File: src/rtl/eng_outbuf.sv
// Engine output buffer: DEPTH-entry FIFO of full parity results, serialized one packet per cycle.
// Optional overflow check enabled by defining OUTBUF_OVF_CHK_EN.
module eng_outbuf #(
  parameter int PACKET_LENGTH          = 32,
  parameter int W                      = 8,
  parameter int PCK_TREE_XOR_UNITS_NUM = 2,
  parameter int DEPTH                  = 4,
  localparam int N                     = PCK_TREE_XOR_UNITS_NUM * W,
  localparam int IW                    = $clog2(N)
) (
  input  logic                       clk,
  input  logic                       rstn,
  input  logic                       eng_rstn,
  input  logic                       eng_outbuf_wr_req,
  input  logic [N*PACKET_LENGTH-1:0] eng_outbuf_din,
  output logic                       outbuf_eng_wr_ack,
  output logic                       outbuf_eng_full,
  output logic                       out_valid,
  input  logic                       out_ready,
  output logic [PACKET_LENGTH-1:0]   out_data,
  output logic [IW-1:0]              out_idx,
  output logic                       out_last,
  output logic                       outbuf_empty,
  output logic                       outbuf_ovf_err
);

  localparam int AW = $clog2(DEPTH);
  localparam int CW = AW + 1;

  logic [AW-1:0] wr_ptr_q, wr_ptr_d;
  logic [AW-1:0] rd_ptr_q, rd_ptr_d;
  logic [CW-1:0] count_q, count_d;
  logic [IW-1:0] pkt_idx_q, pkt_idx_d;
  logic [N*PACKET_LENGTH-1:0] mem_q [DEPTH];
  logic [N*PACKET_LENGTH-1:0] head_s;

  logic full_s, empty_s, wr_en_s, rd_fire_s, last_s, pop_s;

  assign full_s    = (count_q == CW'(DEPTH));
  assign empty_s   = (count_q == {CW{1'b0}});
  assign wr_en_s   = eng_outbuf_wr_req & ~full_s & eng_rstn;
  assign last_s    = (pkt_idx_q == IW'(N - 1));
  assign rd_fire_s = ~empty_s & out_ready;
  assign pop_s     = rd_fire_s & last_s;

  // Next-state for pointers, occupancy and packet index; engine flush has priority
  always_comb begin
    wr_ptr_d  = wr_ptr_q;
    rd_ptr_d  = rd_ptr_q;
    count_d   = count_q;
    pkt_idx_d = pkt_idx_q;
    if (!eng_rstn) begin
      wr_ptr_d  = {AW{1'b0}};
      rd_ptr_d  = {AW{1'b0}};
      count_d   = {CW{1'b0}};
      pkt_idx_d = {IW{1'b0}};
    end else begin
      if (wr_en_s) begin
        wr_ptr_d = wr_ptr_q + AW'(1);
      end else begin
        wr_ptr_d = wr_ptr_q;
      end
      if (pop_s) begin
        rd_ptr_d  = rd_ptr_q + AW'(1);
        pkt_idx_d = {IW{1'b0}};
      end else if (rd_fire_s) begin
        pkt_idx_d = pkt_idx_q + IW'(1);
      end else begin
        pkt_idx_d = pkt_idx_q;
      end
      count_d = count_q + CW'(wr_en_s) - CW'(pop_s);
    end
  end

  // Control state registers
  always_ff @(posedge clk or negedge rstn) begin
    if (!rstn) begin
      wr_ptr_q  <= {AW{1'b0}};
      rd_ptr_q  <= {AW{1'b0}};
      count_q   <= {CW{1'b0}};
      pkt_idx_q <= {IW{1'b0}};
    end else begin
      wr_ptr_q  <= wr_ptr_d;
      rd_ptr_q  <= rd_ptr_d;
      count_q   <= count_d;
      pkt_idx_q <= pkt_idx_d;
    end
  end

  // Entry storage; contents deliberately survive both resets
  always_ff @(posedge clk) begin
    if (wr_en_s) begin
      mem_q[wr_ptr_q] <= eng_outbuf_din;
    end
  end

  assign head_s = mem_q[rd_ptr_q];

  // Data is masked while empty so stale storage never shows on the bus
  assign out_data          = empty_s ? {PACKET_LENGTH{1'b0}} : head_s[pkt_idx_q*PACKET_LENGTH +: PACKET_LENGTH];
  assign out_idx           = pkt_idx_q;
  assign out_last          = last_s;
  assign out_valid         = ~empty_s;
  assign outbuf_empty      = empty_s;
  assign outbuf_eng_full   = full_s;
  assign outbuf_eng_wr_ack = wr_en_s;

`ifdef OUTBUF_OVF_CHK_EN
  logic ovf_q, ovf_d;

  // Sticky overflow: a request arriving while full is dropped and flagged
  always_comb begin
    ovf_d = ovf_q;
    if (!eng_rstn) begin
      ovf_d = 1'b0;
    end else if (eng_outbuf_wr_req && full_s) begin
      ovf_d = 1'b1;
    end else begin
      ovf_d = ovf_q;
    end
  end

  // Overflow flag register
  always_ff @(posedge clk or negedge rstn) begin
    if (!rstn) begin
      ovf_q <= 1'b0;
    end else begin
      ovf_q <= ovf_d;
    end
  end

  assign outbuf_ovf_err = ovf_q;
`else
  assign outbuf_ovf_err = 1'b0;
`endif

endmodule
File: config.mk
export PLATFORM = sky130hd
export DESIGN_NAME = eng_outbuf
export DESIGN_NICKNAME = d
export VERILOG_FILES = /design/src/rtl/eng_outbuf.sv
export SDC_FILE = /design/constraint.sdc
export NUM_CORES = 2
export LEC_CHECK = 0
export ABC_CLOCK_PERIOD_IN_PS = 17300
export BUFFER_PORTS_ARGS = -buffer_cell sky130_fd_sc_hd__buf_2
export CORE_ASPECT_RATIO = 0.7
export CORE_MARGIN = 1.5
export CORE_UTILIZATION = 45
export CTS_CLUSTER_SIZE = 8
export DETAILED_ROUTE_END_ITERATION = 6
export RECOVER_POWER = 50
export SYNTH_ARGS = -nofsm -noshare
export SYNTH_HDL_FRONTEND = slang
export SYNTH_SLANG_ARGS = --single-unit
File: constraint.sdc
create_clock -name clk -period 17.3 [get_ports clk]
set_clock_uncertainty 0.05 [all_clocks]
set_input_delay 0.865 -clock clk [delete_from_list [all_inputs] [get_ports clk]]
set_output_delay 0.865 -clock clk [all_outputs]
set_load 0.05 [all_outputs]
==> summary.log <==
[logic_synthesis] post-synthesis simple-gate area fraction 0.949%
[timing] final number of setup-violating endpoints 0
[logic_synthesis] post-synth top area cell edfxtp_1
[pwr] power density over the cells 124 nW/um^2
[logic_synthesis] xor and xnor area share after synthesis 0.0666%
[timing] RSZ-0062 raised after global routing no
[cts] largest buffer count on any clock path 4
[timing] Achievable Freq 0.138 GHz
[timing] setup TNS 0 ns
[cts] number of setup buffers added after CTS 0
[route] antenna-violating nets left 0
[floorplanning] Vert. Die Dim 353 um
[logic_synthesis] flops & latches, synth 2,059
[worst_setup_path] Crit. End Element output port
[floorplanning] area of the core 174,000 sq um
[logic_synthesis] instance count of the mapped netlist 3,422
[route] number of remaining DRC errors 0
[worst_setup_path] data arrival time at the worst-slack endpoint 6.32 ns
[logic_synthesis] prevailing post-synth register cell edfxtp_1
[worst_hold_path] class of the tightest hold or removal check in -> reg
[cells_and_area] final core occ 52.7%
[global_routing] overall overflow remaining after global route 0
[timing] headroom to the max-slew limit -120%
[cells_and_area] area growth from synthesis to layout 16.1%
[pwr] part of the power in the clock network 44.9%
[logic_synthesis] area share of the largest cell type after synthesis 77.9%
[logic_synthesis] total standard cell area after synthesis 78,900 sq um
[timing] Setup WS post-layout 10.07 ns
[timing] Final Critical Period 7.23 ns
[placement] HPWL after detailed placement 130,000 um
[cts] H-tree depth 5
[pwr] net switching power figure 0.00240 W
[worst_setup_path] highest fanout seen on the critical path 48
[logic_synthesis] dominant cells by area after synthesis edfxtp_1 (78%), mux4_2 (13%), mux2i_1 (2.9%)
[cells_and_area] count of nets after finishing 4,686
[route] total length of routed wires 209,000 um
[cts] clock latency reported for the late side of the worst-skew pair 0.90 ns
[floorplanning] initial cell density of the core 45.3%
[global_routing] number of antenna violations at the first check in global routing 121
[cts] CTS sink count 2,059
[logic_synthesis] portion of the post-synthesis area used by sequential elements 78.3%
[worst_setup_path] category of the critical setup timing path reg -> out
[worst_setup_path] kind of start point of the critical path flop
[floorplanning] Top Ports 559
[pwr] static leakage 27.7 nW
[timing] share of the clock period used by the worst path after layout 41.8%
[placement] number of port buffers 557
[pwr] Overall Power 0.0114 W
[timing] measured slew at the worst slew-check pin 3.30 ns
[floorplanning] area of the die 178,000 sq um
[cells_and_area] Fillers 13.6k
[cts] clock tree root driver cell clkbuf_16
[logic_synthesis] count of warnings emitted by yosys 0
[logic_synthesis] synthesized-area fraction occupied by ao, oa, aoi and oai cells 2.59%
[route] Starting DRT DRC Count 3,785
[pwr] internal power consumption 0.00901 W
[logic_synthesis] library cell with the highest instance count after synthesis edfxtp_1
[pwr] sequential group share of total power 50.1%
[outcome] result of the run finished with violations
[route] vias after detailed routing 38.2k
[logic_synthesis] average cell area after synthesis 23.1 sq um
[flow_run] number of max-cap violations 1
[timing] Final Hold Fails 0
[cts] Clock transition at path regs 0.05 ns
[outcome] failing checks max-capacitance violations, max-slew violations
[global_routing] maximum number of pins on one net before global-route repair 153
[route] average wire length per cell after detail routing 31.8 um
[floorplanning] number of rows in the core area 128
[logic_synthesis] top cells by count, synth edfxtp_1 (2,048), mux4_2 (460), mux2i_1 (230), a22oi_1 (74), clkbuf_1 (63)
[placement] post-place setup slack 10.73 ns
[logic_synthesis] number of nets in the synthesized netlist 3,947
[floorplanning] DIE WIDTH 504 um
[global_routing] global-route wire length before repair 293,000 um
[global_routing] total track usage 23.5%
[logic_synthesis] number of distinct standard cells referenced by the synthesized netlist 62
[cts] CTS Hold Buffers Added 1
[pwr] worst ir drop on vdd 92.3 uV
[pwr] combinational group share of total power 5.0%
[logic_synthesis] fraction of registers with async set or reset after synthesis 0.534%
[global_routing] via count of the first global-routing pass 38.9k
[cts] Num CTS Buffers 308
[worst_setup_path] Worst EP required 16.39 ns
[cells_and_area] share of post-route cells with drive strength above 1 22.5%
[route] Vias/cell 5.80
[cts] number of instances resized during post-cts repair 0
[cts] CTS tree yes
[logic_synthesis] adder-cell share of the synthesized area 0.136%
[logic_synthesis] EDFF count, synth 2,048
[placement] gpl congestion 0.773
[logic_synthesis] combinational family with the most area after synthesis multiplexers
[timing] Max Transition Viols Final 36
[logic_synthesis] mux contribution to synthesized area 16.4%
[pwr] proportion of total power due to net switching 21.0%
[route] router iterations before antenna repair 5
==> flip-flops by register name, summed over array words and instances, names as in the netlist <==
| name | flops |
|---|---|
| rd_ptr_q | 2 |
| wr_ptr_q | 2 |
| mem_q | 2048 |
| count_q | 3 |
| out_idx | 4 |
==> cells by family after synthesis <==
family | count (synthesis)
XOR/XNOR | 6
other | 1
buffers and inverters | 207
AO/OA/AOI/OAI | 275
multiplexers | 715
adder cells (fa/ha/maj) | 8
flip-flops | 2059
AND/OR/NAND/NOR | 151
==> worst max-delay path: stages, from the launching register on <==
cell and delay [ns]:
dfrtp_4 0.94, buf_4 0.72, buf_4 0.90, nor2b_4 0.29, buf_4 0.45, a222oi_1 0.22, a221o_1 0.36, a31oi_1 0.68
buf_4 0.26, o221a_2 0.24, buf_2 0.28
==> cell usage in the layout, fill, tap and decap left out, types with 14 or more instances in the layout <==
master / synthesis / layout
nor2_1: 22 / 20
buf_2: 59 / 44
a21oi_1: 40 / 40
buf_4: 30 / 55
mux4_2: 460 / 460
nand3_1: 22 / 22
a22oi_1: 74 / 74
nand2_1: 41 / 40
o21ai_0: 17 / 17
o221ai_1: 19 / 19
a221oi_1: 27 / 26
nor3_1: 14 / 14
clkbuf_16: 0 / 311
clkbuf_1: 63 / 539
mux2_2: 25 / 25
edfxtp_1: 2048 / 2048
diode_2: 0 / 40
a31oi_1: 19 / 19
mux2i_1: 230 / 229
==> final cells by class <==
cell class,instances,area [sq um],share of cell area [%]
Timing Repair Buffer,625,2810,3.06
Clock buffer,337,7880,8.60
Sequential cell,2059,61800,67.4
Antenna cell,40,100,0.109
Tap cell,2340,2930,3.19
Multi-Input combinational cell,1156,16000,17.4
Clock inverter,12,141,0.154
Inverter,11,41.3,0.0450
==> layer usage <==
metal / global-route usage, % / part of all wire (%)
met5: 0 / 0.30
met4: 6.91 / 2.5
met1: 32.9 / 42
met3: 8.32 / 9.1
met2: 34.9 / 46
==> through the flow <==
stage	hold slack (ns)	instance area, sq um	std cells
floorplan	0.500	78900	3422
global placement	0.533	84200	6190
detailed placement	0.555	84200	6190
CTS	0.0586	92200	6540
global route	0.130	91600	6559
finish	0.166	91700	6580
==> power groups by stage <==
stage | Clock [W] | Sequential, W | Combinational [W]
3_3_place_gp | 0 | 0.00580 | 0.000582
2_1_floorplan | 0 | 0.00589 | 0.000284
6_report | 0.00512 | 0.00572 | 0.000568
3_5_place_dp | 0 | 0.00581 | 0.000590
5_1_grt | 0.00543 | 0.00572 | 0.000605
4_1_cts | 0.00523 | 0.00572 | 0.000592
==> final timing paths <==
kind                                          from                      end  slack, ns  depth (start not counted)
max in group asynchronous                     rstn  rd_ptr_q[0]$_DFFE_PN0P_      15.97                          2
max reg2reg                   count_q[1]$_DFF_PN0_   mem_q[2][22]$_DFFE_PP_      11.80                          7
min                            eng_outbuf_din[159]  mem_q[2][159]$_DFFE_PP_       0.17                          1
min in group asynchronous                     rstn   out_idx[3]$_DFFE_PN0P_       0.61                          2
max                         out_idx[0]$_DFFE_PN0P_              out_data[4]      10.07                         10
min reg2reg                wr_ptr_q[1]$_DFFE_PN0P_  wr_ptr_q[1]$_DFFE_PN0P_       0.56                          2
Power figures use the tool's default switching activity.
